<file path="src/rtl/frame_serializer_if.sv">
// Word-in / byte-out handshake bundle for the UART word-link framer.
// slave is the framer side; master is the word source plus the UART TX engine.
interface frame_serializer_if #(
    parameter int DATA_BYTES = 4
);
    logic [8*DATA_BYTES-1:0] word_in;
    logic                    word_valid;
    logic                    word_ready;
    logic [7:0]              tx_data;
    logic                    tx_valid;
    logic                    tx_ready;
    logic                    busy;
    logic                    frame_done;
    logic                    collide;

    modport master (
        output word_in, word_valid, tx_ready,
        input  word_ready, tx_data, tx_valid, busy, frame_done, collide
    );

    modport slave (
        input  word_in, word_valid, tx_ready,
        output word_ready, tx_data, tx_valid, busy, frame_done, collide
    );
endinterface

</file>
<file path="src/rtl/frame_serializer.sv">
// Transmit-side framer: one word becomes DATA_BYTES bytes (MSB first) plus a TERM byte.
// Every output is a flop, so there is no combinational path from word_valid or tx_ready.
//
// state | meaning
// IDLE  | word_ready high, waiting for a word
// SEND  | presenting data bytes, then the terminator, one per handshake
// GAP   | enforced idle cycles after the terminator
module frame_serializer #(
    parameter int          DATA_BYTES = 4,
    parameter logic [7:0]  TERM       = 8'hFF,
    parameter int          GAP_CYCLES = 0
) (
    input  logic clk,
    input  logic reset,
    frame_serializer_if.slave bus
);
    localparam int W  = 8 * DATA_BYTES;
    localparam int IW = $clog2(DATA_BYTES + 1);
    localparam logic [IW-1:0] LAST_DATA = IW'(DATA_BYTES - 1);
    localparam logic [7:0]    GAP_LOAD  = (GAP_CYCLES > 0) ? 8'(GAP_CYCLES - 1) : 8'd0;

    typedef enum logic [1:0] {IDLE, SEND, GAP} state_t;

    state_t        state, state_n;
    logic [W-1:0]  sh, sh_n, sh_shift;
    logic [IW-1:0] idx, idx_n;
    logic [7:0]    gap_cnt, gap_n;
    logic [7:0]    tx_data_q, tx_data_n;
    logic          tx_valid_q, tx_valid_n;
    logic          word_ready_q, busy_q;
    logic          frame_done_q, frame_done_n;
    logic          collide_q, collide_n;
    logic          accept, handshake, term_hit;

    always_ff @(posedge clk or negedge reset) begin
        if (!reset) begin
            state        <= IDLE;
            sh           <= '0;
            idx          <= '0;
            gap_cnt      <= '0;
            tx_data_q    <= '0;
            tx_valid_q   <= 1'b0;
            word_ready_q <= 1'b0;
            busy_q       <= 1'b0;
            frame_done_q <= 1'b0;
            collide_q    <= 1'b0;
        end else begin
            state        <= state_n;
            sh           <= sh_n;
            idx          <= idx_n;
            gap_cnt      <= gap_n;
            tx_data_q    <= tx_data_n;
            tx_valid_q   <= tx_valid_n;
            word_ready_q <= (state_n == IDLE);
            busy_q       <= (state_n != IDLE);
            frame_done_q <= frame_done_n;
            collide_q    <= collide_n;
        end
    end

    always_comb begin
        state_n      = state;
        sh_n         = sh;
        idx_n        = idx;
        gap_n        = gap_cnt;
        tx_data_n    = tx_data_q;
        tx_valid_n   = tx_valid_q;
        frame_done_n = 1'b0;
        collide_n    = 1'b0;
        accept       = bus.word_valid & word_ready_q;
        handshake    = tx_valid_q & bus.tx_ready;
        sh_shift     = sh << 8;

        // A data byte equal to TERM is sent as-is; the flag warns of receiver misalignment.
        term_hit = 1'b0;
        for (int i = 0; i < DATA_BYTES; i++) begin
            if (bus.word_in[8*i +: 8] == TERM) term_hit = 1'b1;
        end

        case (state)
            IDLE: begin
                if (accept) begin
                    sh_n       = bus.word_in;
                    idx_n      = '0;
                    tx_data_n  = bus.word_in[W-1 -: 8];
                    tx_valid_n = 1'b1;
                    collide_n  = term_hit;
                    state_n    = SEND;
                end
            end
            SEND: begin
                if (handshake) begin
                    if (idx < LAST_DATA) begin
                        sh_n      = sh_shift;
                        idx_n     = idx + IW'(1);
                        tx_data_n = sh_shift[W-1 -: 8];
                    end else if (idx == LAST_DATA) begin
                        tx_data_n = TERM;
                        idx_n     = idx + IW'(1);
                    end else begin
                        tx_valid_n   = 1'b0;
                        tx_data_n    = '0;
                        idx_n        = '0;
                        frame_done_n = 1'b1;
                        if (GAP_CYCLES > 0) begin
                            gap_n   = GAP_LOAD;
                            state_n = GAP;
                        end else begin
                            state_n = IDLE;
                        end
                    end
                end
            end
            GAP: begin
                if (gap_cnt == 8'd0) state_n = IDLE;
                else                 gap_n   = gap_cnt - 8'd1;
            end
            default: state_n = IDLE;
        endcase
    end

    assign bus.word_ready = word_ready_q;
    assign bus.tx_data    = tx_data_q;
    assign bus.tx_valid   = tx_valid_q;
    assign bus.busy       = busy_q;
    assign bus.frame_done = frame_done_q;
    assign bus.collide    = collide_q;
endmodule
</file>
<file path="src/flat_wrapper.sv">
// flat-port wrapper written by rule: the top's interface ports become plain ports
module frame_serializer_flat 
#(
    parameter int          DATA_BYTES = 4,
    parameter logic [7:0]  TERM       = 8'hFF,
    parameter int          GAP_CYCLES = 0
)
  (clk, reset, bus_word_in, bus_word_valid, bus_tx_ready, bus_word_ready, bus_tx_data, bus_tx_valid, bus_busy, bus_frame_done, bus_collide);
  frame_serializer_if #(.DATA_BYTES(DATA_BYTES)) bus_i ();
  input  logic clk;
  input  logic reset;
  input wire logic [$bits(bus_i.word_in)-1:0] bus_word_in;
  input wire logic [$bits(bus_i.word_valid)-1:0] bus_word_valid;
  input wire logic [$bits(bus_i.tx_ready)-1:0] bus_tx_ready;
  output wire logic [$bits(bus_i.word_ready)-1:0] bus_word_ready;
  output wire logic [$bits(bus_i.tx_data)-1:0] bus_tx_data;
  output wire logic [$bits(bus_i.tx_valid)-1:0] bus_tx_valid;
  output wire logic [$bits(bus_i.busy)-1:0] bus_busy;
  output wire logic [$bits(bus_i.frame_done)-1:0] bus_frame_done;
  output wire logic [$bits(bus_i.collide)-1:0] bus_collide;
  assign bus_i.word_in = bus_word_in;
  assign bus_i.word_valid = bus_word_valid;
  assign bus_i.tx_ready = bus_tx_ready;
  assign bus_word_ready = bus_i.word_ready;
  assign bus_tx_data = bus_i.tx_data;
  assign bus_tx_valid = bus_i.tx_valid;
  assign bus_busy = bus_i.busy;
  assign bus_frame_done = bus_i.frame_done;
  assign bus_collide = bus_i.collide;
  frame_serializer #(.DATA_BYTES(DATA_BYTES), .TERM(TERM), .GAP_CYCLES(GAP_CYCLES)) u_core (.clk(clk), .reset(reset), .bus(bus_i));
endmodule
</file>
<file path="config.mk">
export PLATFORM = sky130hd
export DESIGN_NAME = frame_serializer_flat
export DESIGN_NICKNAME = d
export VERILOG_FILES = /design/src/rtl/frame_serializer_if.sv /design/src/rtl/frame_serializer.sv /design/src/flat_wrapper.sv
export SDC_FILE = /design/constraint.sdc
export NUM_CORES = 1
export LEC_CHECK = 0
export BUFFER_PORTS_ARGS = -buffer_cell sky130_fd_sc_hd__buf_2
export CAP_MARGIN = 5
export CORE_UTILIZATION = 48
export DETAILED_ROUTE_END_ITERATION = 10
export GPL_TIMING_DRIVEN = 0
export PLACE_DENSITY_LB_ADDON = 0.05
export SYNTH_ARGS = -nofsm -noshare
export SYNTH_HDL_FRONTEND = slang
export SYNTH_SLANG_ARGS = --single-unit
export TNS_END_PERCENT = 20
</file>
<file path="constraint.sdc">
create_clock -name clk -period 1.7 [get_ports clk]
set_input_delay 0.255 -clock clk [delete_from_list [all_inputs] [get_ports clk]]
set_output_delay 0.255 -clock clk [all_outputs]
set_load 0.03 [all_outputs]
</file>
==> tab_implementation.tex, run 1 <==
\begin{tabular}{lr}
\hline
Metric & Value \\
\hline
\multicolumn{2}{l}{\textbf{Yosys}} \\
Largest cells by area after synthesis & sky130\_fd\_sc\_hd\_\_dfrtp\_1 55\%, sky130\_fd\_sc\_hd\_\_nand2\_1 7.8\%, sky130\_fd\_sc\_hd\_\_a31oi\_1 6.6\% \\
Share of the synthesized area in the top cell type & 55.2\% \\
Avg Synthesized Cell Area & approximately 9.5 um2 \\
Yosys warning total & 0 \\
Number of standard cells after synthesis & 239 \\
Sequential-to-total area share from yosys stat & 55.2\% \\
Synthesis-stage register bit count & 50 \\
Cell taking the most area after synthesis & sky130\_fd\_sc\_hd\_\_dfrtp\_1 \\
Netlist cell types & 31 \\
Total nets after synthesis & 279 \\
Post-Syn Area & 2270 um2 \\
\multicolumn{2}{l}{\textbf{Cells and area}} \\
End-of-flow core utilization & 62.4\% \\
Post-synthesis to final-layout area growth & 22.3\% \\
Area of the multi-input gates & 1010 um2 \\
Filler Cells Inserted & about 400 \\
Sequential standard cell area & 1250 um2 \\
Fraction of final layout cells with drive strength greater than 1 & between 20\% and 30\% \\
Final Net Count & 336 \\
Number of antenna cells inserted & 0 \\
\multicolumn{2}{l}{\textbf{Floorplanning}} \\
DIE WIDTH & between 70 and 80 um \\
Core area & 4440 um2 \\
Number of rows created at floorplan & 24 \\
Die ar. & 5000 um2 \\
Boundary pin count & 49 \\
Effective utilization at floorplan & 51.0\% \\
Die height & 70.7 um \\
\multicolumn{2}{l}{\textbf{Power and ir drop}} \\
Worst-case vdd ir drop & 694 uV \\
Switching power total & 1250 uW \\
Part of the power in registers & about half \\
Share of power burned in combinational logic & 30.6\% \\
Ratio of total power to cell area & $\sim$1400 nW/um2 \\
Internal power component & 2510 uW \\
Leakage power of the design & about 0.0013 uW \\
Part of the power in the clock network & 21.1\% \\
Net Sw Frac & 33.2\% \\
\multicolumn{2}{l}{\textbf{Global routing}} \\
All-layer global routing usage & between 20\% and 30\% \\
Overflow left after global routing & 0 \\
Initial antenna violation count & 0 \\
Maximum number of pins on one net before global-route repair & between 50 and 60 \\
Wire length of the first global-routing pass & 7980 um \\
Number of global-route vias before repair & approximately 1.7k \\
\multicolumn{2}{l}{\textbf{Detailed routing}} \\
Post-route DRC violation count & 10 \\
Number of nets with antenna violations after detailed routing & 0 \\
Detail-routed net length per standard cell & 14.0 um \\
Vias post-DR & 1865 \\
Count of TritonRoute iterations in the first routing pass & 7 \\
First DRT Iteration DRCs & 95 \\
Vias per cell & 5.34 \\
Total wirelength of the detailed-routed design & between 4000 and 5000 um \\
\multicolumn{2}{l}{\textbf{Clock tree}} \\
Num CTS Buffers & 5 \\
Number of buffers inserted for hold repair after clock tree synthesis & 0 \\
Clk pin slew, worst setup/hold paths & 80 ps \\
Max Buffers Root-to-Sink & 2 \\
Clock insertion delay at the later pin of the skew report & between 200 and 300 ps \\
CTS tree & yes \\
Maximum level of the CTS H-tree & 2 \\
Clock Sink Count & 50 \\
Buffer type at the clock tree root & sky130\_fd\_sc\_hd\_\_clkbuf\_8 \\
\multicolumn{2}{l}{\textbf{Worst setup path}} \\
Capturing element type of the critical path & flip-flop \\
Startpoint of the most critical register-to-register path & u\_core.idx[0] \\
Terminus of the critical flop-to-flop path & u\_core.bus.busy \\
Depth of the worst register-to-register path & 5 \\
Arrival @ worst endpoint & roughly 1900 ps \\
Biggest fanout along the worst timing path & 10 \\
Slowest cell delay on critical path & around 430 ps \\
CP max-delay cell & sky130\_fd\_sc\_hd\_\_dfrtp\_1 \\
Worst setup slack for register-to-register paths & -9 ps \\
Library cell appearing most often on the critical path & sky130\_fd\_sc\_hd\_\_ha\_2 \\
Setup Crit Path Kind & reg2reg \\
Worst EP required & 1880 ps \\
Timing startpoint of the critical path & u\_core.idx[0] \\
Cells traversed along the worst timing path & ha\_2 > ha\_2 > o21a\_4 > a211o\_1 > or2\_1 \\
Element type at the critical path start & flip-flop \\
\multicolumn{2}{l}{\textbf{Min path}} \\
Min-Delay Path Class & in2async \\
\multicolumn{2}{l}{\textbf{Timing}} \\
Final critical path time including I/O delays and setup & 1710 ps \\
RSZ-0062 raised after global routing & yes \\
Total negative slack for setup checks & -8.70 ps \\
Final worst clock skew & approximately 4.2 ps \\
Final number of max-transition violations & 0 \\
Worst-case setup margin in the final layout & -8.70 ps \\
Period utilisation layout & 101\% \\
Maximum clock frequency & 585 MHz \\
Worst rel slew slack & 30.1\% \\
Final Hold Fails & 0 \\
Least-Margin Pin Slew & roughly 1000 ps \\
Worst hold margin & 148 ps \\
Number of endpoints failing setup at the final stage & 1 \\
\multicolumn{2}{l}{\textbf{Run status}} \\
Outcome & finished, violations left \\
Violated checks & DRC, setup timing \\
\multicolumn{2}{l}{\textbf{Place}} \\
HPWL reported at the end of detailed placement & between 3000 and 4000 um \\
Final estimated routing congestion in global placement & approximately 0.79 \\
I/O Buffers & between 40 and 50 \\
\multicolumn{2}{l}{\textbf{Run}} \\
Number of violations of the max-capacitance limit & 0 \\
\hline
\end{tabular}
-- worst max-delay path by stage --
stage                        end  slack (ps)  cells after the start
2_1_floorplan    u_core.bus.busy          50                      5
3_3_place_gp     u_core.bus.busy        -120                      5
3_5_place_dp     u_core.bus.busy        -100                      5
4_1_cts          u_core.bus.busy           6                      5
5_1_grt        u_core.gap_cnt[5]         -80                      7
6_report         u_core.bus.busy          -9                      5
-- state kept, by name, indices dropped and copies added (netlist names) --
| signal | flops |
|---|---|
| u_core.sh | 24 |
| u_core.bus.tx_data | 8 |
| u_core.gap_cnt | 8 |
| u_core.idx | 3 |
| u_core.state | 2 |
| u_core.bus.busy | 1 |
| u_core.bus.collide | 1 |
| u_core.bus.frame_done | 1 |
| u_core.bus.tx_valid | 1 |
| u_core.bus.word_ready | 1 |
-- cells by family (layout without fill, tap and decap cells) --
group                      Yosys count  count (layout)  synth area share (%)
buffers and inverters               17              75                  3.47
AOI/OAI and AO/OA                   54              54                  16.3
adders and majority gates            4               4                  2.21
xor gates and xnor gates             7               7                  2.70
DFF                                 50              50                  55.2
and+or+nand+nor                    107             107                  20.2
-- power groups by stage --
| stage | clock network, uW | logic (uW) | registers (uW) |
|---|---|---|---|
| finish | 794 | 1150 | 1820 |
| global route | 897 | 1310 | 1870 |
| CTS | 820 | 1140 | 1820 |
| detailed placement | 0 | 1120 | 1840 |
| global placement | 0 | 1110 | 1820 |
| floorplan | 0 | 647 | 1980 |
-- final cells by class --
type	count	area share, %
sequential	50	45.2
buffer	12	2.44
tap	52	2.35
inverter	5	0.677
timing repair buffer	50	9.11
clock inverter	1	1.08
multi-input combinational	172	36.4
clock buffer	7	2.75
-- metrics by stage --
step | setup WS, ps | std cells | instance area, um2 | total power [uW]
6_report | -8.70 | 349 | 2770 | 3760
2_1_floorplan | 49.5 | 239 | 2270 | 2620
3_3_place_gp | -116 | 339 | 2570 | 2930
4_1_cts | 6.31 | 347 | 2700 | 3780
3_5_place_dp | -104 | 339 | 2570 | 2960
5_1_grt | -78.0 | 349 | 2770 | 4070
-- critical path, delay by kind of cell, from the launching register on --
family | cells | cell delay (ps)
flops | 1 | 430
simple gates | 1 | 230
fa+ha+maj | 2 | 420
compound gates | 2 | 510
-- cell usage after synthesis, drive strengths merged --
| cell | number |
|---|---|
| a211o | 1 |
| a21o | 2 |
| a21oi | 3 |
| a221oi | 1 |
| a22o | 8 |
| a311oi | 1 |
| a31o | 1 |
| a31oi | 24 |
| buf | 9 |
| clkbuf | 3 |
| dfrtp | 50 |
| ha | 4 |
| inv | 5 |
| nand2 | 47 |
| nand2b | 1 |
| nand3 | 4 |
| nand3b | 1 |
| nand4 | 9 |
| nor2 | 35 |
| nor2b | 3 |
| nor3 | 3 |
| nor3b | 1 |
| nor4 | 2 |
| o2111ai | 1 |
| o21a | 1 |
| o21ai | 11 |
| or2 | 1 |
| xnor2 | 7 |
-- layer usage --
| layer | GRT usage (%) | share of wire [%] | wire length, um | vias up |
|---|---|---|---|---|
| met5 | 0 | 0 | 0 | - |
| met2 | 32.8 | 47 | 2300 | 50 |
| met4 | 6.22 | 0.59 | 29 | 0 |
| met1 | 28.8 | 48 | 2320 | 854 |
| li1 | - | - | - | 959 |
| met3 | 4.99 | 4.6 | 224 | 2 |
-- cells in the final DEF, fill, tap and decap left out, drive strengths merged, types with 2 or more instances in the layout --
cell and count:
a21oi 3, inv 5, ha 4, buf 59, a31oi 24, xnor2 7, o21ai 11, nand2 47
nor2b 3, nand4 9, a22o 8, dfrtp 50, nor4 2, nor2 35, nand3 4, nor3 3
clkbuf 10, a21o 2
-- timing repair --
item / CTS / global route
cloned: 0 / 1
pin swaps: 0 / 4
endpoints found under the setup margin: 25 / 39
endpoints found under the hold margin: 0 / 0
gates resized for setup: 7 / 15
buffers inserted: 0 / 1
Note: power is estimated with default switching activity, not from simulation.
==> run 2: changes to the inputs <==
--- a/config.mk
+++ b/config.mk
@@ -5,10 +5,10 @@
 export SDC_FILE = /design/constraint.sdc
 export NUM_CORES = 1
 export LEC_CHECK = 0
-export BUFFER_PORTS_ARGS = -buffer_cell sky130_fd_sc_hd__buf_2
 export CAP_MARGIN = 5
-export CORE_UTILIZATION = 48
+export CORE_UTILIZATION = 55
 export DETAILED_ROUTE_END_ITERATION = 10
+export DONT_BUFFER_PORTS = 1
 export GPL_TIMING_DRIVEN = 0
 export PLACE_DENSITY_LB_ADDON = 0.05
 export SYNTH_ARGS = -nofsm -noshare
==> run 2 against run 1 <==
The run now ends clean. Sequential power rose by 12%. Clock skew grew 4.0 ps. Combinational power is 17% lower.
==> tab_implementation.tex, run 2 (synthesis results as in run 1) <==
\begin{tabular}{lr}
\hline
Metric & Value \\
\hline
\multicolumn{2}{l}{\textbf{Run status}} \\
Outcome & completed (was finished, violations left) \\
\multicolumn{2}{l}{\textbf{Timing}} \\
Final worst clock skew & 8.15 ps (was 4.16 ps) \\
Maximum clock frequency & 591 MHz (was 585 MHz) \\
Period utilisation layout & 99.5\% (was 101\%) \\
Total negative slack for setup checks & 0 ps (was -8.70 ps) \\
Number of endpoints failing setup at the final stage & 0 (was 1) \\
Worst rel slew slack & 64.2\% (was 30.1\%) \\
RSZ-0062 raised after global routing & yes (unchanged) \\
Final number of max-transition violations & 0 (unchanged) \\
Final critical path time including I/O delays and setup & 1690 ps (was 1710 ps) \\
Final Hold Fails & 0 (unchanged) \\
Worst-case setup margin in the final layout & 8.03 ps (was -8.70 ps) \\
Least-Margin Pin Slew & 537 ps (was 1050 ps) \\
\multicolumn{2}{l}{\textbf{Global routing}} \\
Number of global-route vias before repair & 1773 (was 1729) \\
Wire length of the first global-routing pass & 7820 um (was 7980 um) \\
Overflow left after global routing & 0 (unchanged) \\
Initial antenna violation count & 0 (unchanged) \\
Maximum number of pins on one net before global-route repair & 51 (unchanged) \\
All-layer global routing usage & 24.1\% (was 20.8\%) \\
\multicolumn{2}{l}{\textbf{Clock tree}} \\
Max Buffers Root-to-Sink & 2 (unchanged) \\
CTS tree & yes (unchanged) \\
Buffer type at the clock tree root & sky130\_fd\_sc\_hd\_\_clkbuf\_8 (unchanged) \\
Clock Sink Count & 50 (unchanged) \\
Clk pin slew, worst setup/hold paths & 90 ps (was 80 ps) \\
Maximum level of the CTS H-tree & 2 (unchanged) \\
Num CTS Buffers & 5 (unchanged) \\
Clock insertion delay at the later pin of the skew report & 300 ps (was 290 ps) \\
\multicolumn{2}{l}{\textbf{Cells and area}} \\
Final Net Count & 296 (was 336) \\
Top register by number of flip-flops & u\_core.sh (unchanged) \\
Most frequent cells in the layout & 47 x sky130\_fd\_sc\_hd\_\_dfrtp\_1, 46 x sky130\_fd\_sc\_hd\_\_nand2\_1, 35 x sky130\_fd\_sc\_hd\_\_nor2\_1 (was 54 x sky130\_fd\_sc\_hd\_\_buf\_2, 49 x sky130\_fd\_sc\_hd\_\_dfrtp\_1, 47 x sky130\_fd\_sc\_hd\_\_nand2\_1) \\
Filler Cells Inserted & 302 (was 397) \\
Number of antenna cells inserted & 0 (unchanged) \\
Sequential standard cell area & 1250 um2 (about the same) \\
Post-synthesis to final-layout area growth & 15.6\% (was 22.3\%) \\
End-of-flow core utilization & 69.0\% (was 62.4\%) \\
Max reg flops & 24 (unchanged) \\
Number of standard cells in the layout, taps in and fillers out & 305 (was 349) \\
Fraction of final layout cells with drive strength greater than 1 & 17.9\% (was 26.9\%) \\
Most common cell after layout, fill and taps aside & sky130\_fd\_sc\_hd\_\_dfrtp\_1 (was sky130\_fd\_sc\_hd\_\_buf\_2) \\
Area of the multi-input gates & 1020 um2 (was 1010 um2) \\
Total non-filler cell area in the finished layout & 2620 um2 (was 2770 um2) \\
\multicolumn{2}{l}{\textbf{Floorplanning}} \\
DIE WIDTH & 66.2 um (was 70.7 um) \\
Number of rows created at floorplan & 22 (was 24) \\
Boundary pin count & 49 (unchanged) \\
Core area & 3800 um2 (was 4440 um2) \\
Die height & 66.2 um (was 70.7 um) \\
Effective utilization at floorplan & 59.7\% (was 51.0\%) \\
Die ar. & 4390 um2 (was 5000 um2) \\
\multicolumn{2}{l}{\textbf{Place}} \\
Placement Setup Slack & -96.1 ps (was -104 ps) \\
Final estimated routing congestion in global placement & 0.872 (was 0.792) \\
Total placed cells including tap cells & 287 (was 339) \\
I/O Buffers & 0 (was 48) \\
HPWL reported at the end of detailed placement & 3630 um (was 3450 um) \\
Cell area after placement & 2330 um2 (was 2570 um2) \\
\multicolumn{2}{l}{\textbf{Run}} \\
Number of violations of the max-capacitance limit & 0 (unchanged) \\
\multicolumn{2}{l}{\textbf{Worst setup path}} \\
Arrival @ worst endpoint & 1880 ps (was 1890 ps) \\
Setup Crit Path Kind & reg2reg (unchanged) \\
Worst EP required & 1890 ps (was 1880 ps) \\
Timing startpoint of the critical path & u\_core.gap\_cnt[1] (was u\_core.idx[0]) \\
Biggest fanout along the worst timing path & 5 (was 10) \\
Element type at the critical path start & flip-flop (unchanged) \\
Capturing element type of the critical path & flip-flop (unchanged) \\
Startpoint of the most critical register-to-register path & u\_core.gap\_cnt[1] (was u\_core.idx[0]) \\
\multicolumn{2}{l}{\textbf{Detailed routing}} \\
First DRT Iteration DRCs & 112 (was 95) \\
Total wirelength of the detailed-routed design & 5020 um (was 4880 um) \\
Count of TritonRoute iterations in the first routing pass & 4 (was 7) \\
Number of nets with antenna violations after detailed routing & 0 (unchanged) \\
Post-route DRC violation count & 0 (was 10) \\
Vias post-DR & 1802 (was 1865) \\
Vias per cell & 5.91 (was 5.34) \\
Detail-routed net length per standard cell & 16.4 um (was 14.0 um) \\
\multicolumn{2}{l}{\textbf{Power and ir drop}} \\
Leakage power of the design & 0.00110 uW (was 0.00125 uW) \\
Ratio of total power to cell area & 1410 nW/um2 (was 1360 nW/um2) \\
Worst-case vdd ir drop & 800 uV (was 694 uV) \\
\multicolumn{2}{l}{\textbf{Min path}} \\
Min-Delay Path Class & in2reg (was in2async) \\
Startpoint of the lowest-slack hold path & bus\_word\_in[4] \\
\hline
\end{tabular}
[run 2: cell types whose count changed in the layout (fill, tap and decap cells not counted), sizes merged]
| cell | delta |
|---|---|
| clkinvlp | +1 |
| bufinv | -1 |
| dlygate4sd3 | +1 |
| clkinv | +1 |
| buf | -42 |
[run 2: final cells by class]
cell class | instances | share of cell area, %
tap | 48 | 2.29
timing repair buffer | 10 | 4.10
sequential | 50 | 47.9
multi-input combinational | 172 | 38.9
inverter | 5 | 0.716
clock inverter | 2 | 0.477
buffer | 12 | 2.53
clock buffer | 6 | 3.15
[run 2: path summary, 6_finish.rpt]
path | slack [ps] | depth (start not counted) | endpoint
setup reg to reg | 8 | 7 | u_core.gap_cnt[5]
hold / removal | 90 | 1 | u_core.sh[4]
min in group asynchronous | 460 | 2 | u_core.bus.tx_data[5]
setup / recovery | 8 | 7 | u_core.gap_cnt[5]
max in group asynchronous | 1020 | 2 | u_core.bus.word_ready
hold reg to reg | 470 | 1 | u_core.gap_cnt[5]
[run 2: stage by stage]
step                      hold WS (ps)  total power, uW
final                             91.8             3700
after global routing              77.1             3940
after CTS                         86.9             3590
after detailed placement         -39.6             2840
after global placement           -39.6             2760
after floorplan                  -40.6             2620
[run 2: timing repair]
item                                    in CTS  in global routing
setup buffers                                0                  7
endpoints found under the hold margin       50                  0
gates cloned                                 0                  1
hold buffers                                 2                  0
gates resized for setup                      6                 23
endpoints found under the setup margin      16                 39
pin swaps                                    0                  8
[run 2: power by group]
group          leakage (uW)  internal [uW]  total, uW  switching [uW]
combinational      0.000439            481        953             472
sequential         0.000611           1590       2040             444
clock             0.0000472            327        706             379
total               0.00110           2400       3700            1290
[run 2: per-layer routing]
metal / GRT usage, % / wire [um]
met2: 40.7 / 2510
met4: 7.71 / 59
met5: 0 / 0
met3: 5.69 / 392
met1: 30.5 / 2060
[run 2: critical path, stage by stage, from the launching register on]
cell	delay (ps)
sky130_fd_sc_hd__dfrtp_1	390
sky130_fd_sc_hd__inv_2	60
sky130_fd_sc_hd__ha_4	160
sky130_fd_sc_hd__nor3b_4	150
sky130_fd_sc_hd__a311oi_2	390
sky130_fd_sc_hd__buf_4	220
sky130_fd_sc_hd__nand3_2	70
sky130_fd_sc_hd__xnor2_1	150
==> run 3: changes to the inputs <==
--- a/config.mk
+++ b/config.mk
@@ -5,6 +5,7 @@
 export SDC_FILE = /design/constraint.sdc
 export NUM_CORES = 1
 export LEC_CHECK = 0
+export ABC_AREA = 1
 export CAP_MARGIN = 5
 export CORE_UTILIZATION = 55
 export DETAILED_ROUTE_END_ITERATION = 10
==> run 3 against run 2 <==
First-iteration DRC count grew 37%. Clock-buffer cell count did not move. Via count is 27% higher. Cell count grew 42%. Sequential cell count did not move. Sequential share of layout area decreased by 4.7 points. Fmax increased by 11%. Synthesized cell count rose by 54%.
==> tab_implementation.tex, run 3 <==
\begin{tabular}{lr}
\hline
Metric & Value \\
\hline
\multicolumn{2}{l}{\textbf{Global routing}} \\
Overflow left after global routing & 0 (unchanged) \\
Wire length of the first global-routing pass & 9470 um (was 7820 um) \\
Maximum number of pins on one net before global-route repair & 51 (unchanged) \\
Number of global-route vias before repair & 2104 (was 1773) \\
All-layer global routing usage & 24.0\% (was 24.1\%) \\
Initial antenna violation count & 0 (unchanged) \\
\multicolumn{2}{l}{\textbf{Timing}} \\
Maximum clock frequency & 658 MHz (was 591 MHz) \\
Final critical path time including I/O delays and setup & 1520 ps (was 1690 ps) \\
Final Hold Fails & 0 (unchanged) \\
Number of endpoints failing setup at the final stage & 0 (unchanged) \\
Period utilisation layout & 89.4\% (was 99.5\%) \\
Final number of max-transition violations & 0 (unchanged) \\
Worst-case setup margin in the final layout & 180 ps (was 8.03 ps) \\
RSZ-0062 raised after global routing & yes (unchanged) \\
Least-Margin Pin Slew & 375 ps (was 537 ps) \\
Worst rel slew slack & 75.0\% (was 64.2\%) \\
Final worst clock skew & 8.68 ps (was 8.15 ps) \\
\multicolumn{2}{l}{\textbf{Cells and area}} \\
Area of the multi-input gates & 1280 um2 (was 1020 um2) \\
Max reg flops & 24 (unchanged) \\
Top register by number of flip-flops & u\_core.sh (unchanged) \\
Filler Cells Inserted & 439 (was 302) \\
Most common cell after layout, fill and taps aside & sky130\_fd\_sc\_hd\_\_nand2\_1 (was sky130\_fd\_sc\_hd\_\_dfrtp\_1) \\
Sequential standard cell area & 1250 um2 (about the same) \\
Final Net Count & 419 (was 296) \\
Post-synthesis to final-layout area growth & 8.22\% (was 15.6\%) \\
Most frequent cells in the layout & 194 x sky130\_fd\_sc\_hd\_\_nand2\_1, 49 x sky130\_fd\_sc\_hd\_\_dfrtp\_1, 36 x sky130\_fd\_sc\_hd\_\_nand3\_1 (was 47 x sky130\_fd\_sc\_hd\_\_dfrtp\_1, 46 x sky130\_fd\_sc\_hd\_\_nand2\_1, 35 x sky130\_fd\_sc\_hd\_\_nor2\_1) \\
End-of-flow core utilization & 61.8\% (was 69.0\%) \\
Number of antenna cells inserted & 0 (unchanged) \\
Fraction of final layout cells with drive strength greater than 1 & 9.21\% (was 17.9\%) \\
\multicolumn{2}{l}{\textbf{Clock tree}} \\
Clk pin slew, worst setup/hold paths & 90 ps (about the same) \\
Clock Sink Count & 50 (unchanged) \\
Maximum level of the CTS H-tree & 2 (unchanged) \\
Max Buffers Root-to-Sink & 2 (unchanged) \\
Num CTS Buffers & 5 (unchanged) \\
Clock insertion delay at the later pin of the skew report & 310 ps (was 300 ps) \\
Buffer type at the clock tree root & sky130\_fd\_sc\_hd\_\_clkbuf\_8 (unchanged) \\
CTS tree & yes (unchanged) \\
\multicolumn{2}{l}{\textbf{Yosys}} \\
Avg Synthesized Cell Area & 7.26 um2 (was 9.49 um2) \\
Yosys warning total & 0 (unchanged) \\
XOR/XNOR Fraction of Synth Area & 0.654\% (was 2.70\%) \\
Most common cell in the netlist & sky130\_fd\_sc\_hd\_\_nand2\_1 (was sky130\_fd\_sc\_hd\_\_dfrtp\_1) \\
Leading cell types by count after synthesis & 195 x sky130\_fd\_sc\_hd\_\_nand2\_1, 50 x sky130\_fd\_sc\_hd\_\_dfrtp\_1, 36 x sky130\_fd\_sc\_hd\_\_nand3\_1 (was 50 x sky130\_fd\_sc\_hd\_\_dfrtp\_1, 47 x sky130\_fd\_sc\_hd\_\_nand2\_1, 35 x sky130\_fd\_sc\_hd\_\_nor2\_1) \\
Synthesis-stage register bit count & 50 (unchanged) \\
Fraction of the mapped netlist area in simple logic gates & 43.2\% (was 20.2\%) \\
Multiplexer fraction of the synthesized cell area & 0\% (unchanged) \\
Post-synthesis compound-gate area fraction & 2.05\% (was 16.3\%) \\
Main flop type after synthesis & sky130\_fd\_sc\_hd\_\_dfrtp\_1 (unchanged) \\
EDFF count, synth & 0 (unchanged) \\
Netlist cell types & 20 (was 31) \\
Combinational family with the most area after synthesis & simple AND/OR/NAND/NOR gates (unchanged) \\
Post-Syn Area & 2680 um2 (was 2270 um2) \\
Largest cells by area after synthesis & sky130\_fd\_sc\_hd\_\_dfrtp\_1 47\%, sky130\_fd\_sc\_hd\_\_nand2\_1 27\%, sky130\_fd\_sc\_hd\_\_nand3\_1 6.7\% (was sky130\_fd\_sc\_hd\_\_dfrtp\_1 55\%, sky130\_fd\_sc\_hd\_\_nand2\_1 7.8\%, sky130\_fd\_sc\_hd\_\_a31oi\_1 6.6\%) \\
Fraction of synthesis flops using an asynchronous set or reset pin & 100\% (unchanged) \\
Cell taking the most area after synthesis & sky130\_fd\_sc\_hd\_\_dfrtp\_1 (unchanged) \\
Share of the synthesized area in the top cell type & 46.7\% (was 55.2\%) \\
Number of standard cells after synthesis & 369 (was 239) \\
Total nets after synthesis & 409 (was 279) \\
Sequential-to-total area share from yosys stat & 46.7\% (was 55.2\%) \\
Fraction of the mapped netlist area in adder cells & 1.87\% (was 2.21\%) \\
\multicolumn{2}{l}{\textbf{Worst setup path}} \\
Worst setup slack for register-to-register paths & 180 ps (was 8 ps) \\
Element type at the critical path start & flip-flop (unchanged) \\
Capturing element type of the critical path & flip-flop (unchanged) \\
Arrival @ worst endpoint & 1710 ps (was 1880 ps) \\
Cells traversed along the worst timing path & inv\_1 > ha\_1 > nand2\_1 > o21ai\_1 > o21ai\_0 (was inv\_2 > ha\_4 > nor3b\_4 > a311oi\_2 > buf\_4 > nand3\_2 > xnor2\_1) \\
Kind of cell adding the most delay to the critical path & compound AO/OA/AOI/OAI gates (was flip-flops) \\
Slowest cell delay on critical path & 400 ps (was 390 ps) \\
Biggest fanout along the worst timing path & 6 (was 5) \\
Worst EP required & 1890 ps (about the same) \\
CP max-delay cell & sky130\_fd\_sc\_hd\_\_dfrtp\_1 (unchanged) \\
Setup Crit Path Kind & reg2reg (unchanged) \\
Count of buffer and inverter cells on the critical path & 1 (was 2) \\
\multicolumn{2}{l}{\textbf{Run}} \\
Number of violations of the max-capacitance limit & 0 (unchanged) \\
\multicolumn{2}{l}{\textbf{Power and ir drop}} \\
Internal power component & 1530 uW (was 2400 uW) \\
Part of the power in the clock network & 37.3\% (was 19.1\%) \\
Net Sw Frac & 22.1\% (was 35.0\%) \\
Switching power total & 435 uW (was 1290 uW) \\
Share of power burned in combinational logic & 2.2\% (was 25.8\%) \\
Leakage power of the design & 0.00163 uW (was 0.00110 uW) \\
Worst-case vdd ir drop & 622 uV (was 800 uV) \\
Ratio of total power to cell area & 677 nW/um2 (was 1410 nW/um2) \\
Part of the power in registers & 60.5\% (was 55.1\%) \\
\multicolumn{2}{l}{\textbf{Detailed routing}} \\
Count of TritonRoute iterations in the first routing pass & 4 (unchanged) \\
Detail-routed net length per standard cell & 12.9 um (was 16.4 um) \\
Total wirelength of the detailed-routed design & 5600 um (was 5020 um) \\
Vias post-DR & 2284 (was 1802) \\
Post-route DRC violation count & 0 (unchanged) \\
Number of nets with antenna violations after detailed routing & 0 (unchanged) \\
Vias per cell & 5.26 (was 5.91) \\
First DRT Iteration DRCs & 153 (was 112) \\
\multicolumn{2}{l}{\textbf{Floorplanning}} \\
Effective utilization at floorplan & 57.1\% (was 59.7\%) \\
Core area & 4690 um2 (was 3800 um2) \\
DIE WIDTH & 71.8 um (was 66.2 um) \\
Die ar. & 5160 um2 (was 4390 um2) \\
Boundary pin count & 49 (unchanged) \\
Number of rows created at floorplan & 25 (was 22) \\
Die height & 71.8 um (was 66.2 um) \\
\multicolumn{2}{l}{\textbf{Place}} \\
Placement Setup Slack & 4.59 ps (was -96.1 ps) \\
HPWL reported at the end of detailed placement & 4040 um (was 3630 um) \\
I/O Buffers & 0 (unchanged) \\
Final estimated routing congestion in global placement & 0.876 (was 0.872) \\
\multicolumn{2}{l}{\textbf{Min path}} \\
Min-Delay Path Class & in2reg (unchanged) \\
\multicolumn{2}{l}{\textbf{Run status}} \\
Outcome & completed (unchanged) \\
\hline
\end{tabular}
-- run 3: path summary, 6_finish.rpt --
path                       cells after the start              start                     to
min in group asynchronous                      2              reset          u_core.sh[16]
min reg2reg                                    2      u_core.sh[22]          u_core.sh[22]
max                                            5  u_core.gap_cnt[0]      u_core.gap_cnt[1]
max in group asynchronous                      2              reset  u_core.bus.word_ready
min                                            2     bus_word_in[4]           u_core.sh[4]
max reg2reg                                    5  u_core.gap_cnt[0]      u_core.gap_cnt[1]
-- run 3: cell families after synthesis --
logic type | Yosys count
and+or+nand+nor | 274
xor gates and xnor gates | 2
adders and majority gates | 4
buffers and inverters | 28
AOI/OAI and AO/OA | 11
DFF | 50
-- run 3: through the flow --
step                std cells  instance area, um2  TNS [ps]  power, uW  hold slack [ps]
floorplan                 369                2680         0       1220            -40.6
global placement          423                2750         0       1220            -39.5
detailed placement        423                2750         0       1220            -39.4
CTS                       433                2880         0       1980             91.2
global route              434                2900     -8.62       2030             84.1
finish                    434                2900         0       1960             85.5
-- run 3: what timing repair did --
| item | CTS | global route |
|---|---|---|
| setup buffers | 0 | 1 |
| pin swaps | 0 | 0 |
| hold buffers | 2 | 0 |
| endpoints found under the hold margin | 50 | 0 |
| gates resized for setup | 1 | 6 |
| endpoints found under the setup margin | 5 | 34 |
-- run 3: final cells by class --
type                            count  area share (%)
Buffer                             12            3.06
Clock buffer                        6            2.85
Clock inverter                      2           0.431
Inverter                           16            2.33
Multi-Input combinational cell    291            44.3
Sequential cell                    50            43.2
Tap cell                           54            2.33
Timing Repair Buffer                3            1.55
-- run 3: power by group through the flow --
stage | Combinational (uW) | Clock (uW) | Sequential, uW
after floorplan | 10.7 | 0 | 1210
after CTS | 45.8 | 742 | 1190
after detailed placement | 12.0 | 0 | 1210
after global placement | 11.9 | 0 | 1210
after global routing | 51.2 | 792 | 1190
final | 43.7 | 733 | 1190
-- run 3: per-layer routing --
| layer | global-route usage [%] | vias to the layer above | routed length [um] |
|---|---|---|---|
| li1 | - | 1184 | - |
| met1 | 31.9 | 1038 | 2650 |
| met2 | 39.8 | 57 | 2610 |
| met3 | 5.63 | 5 | 284 |
| met4 | 5.88 | 0 | 54 |
| met5 | 0 | - | 0 |
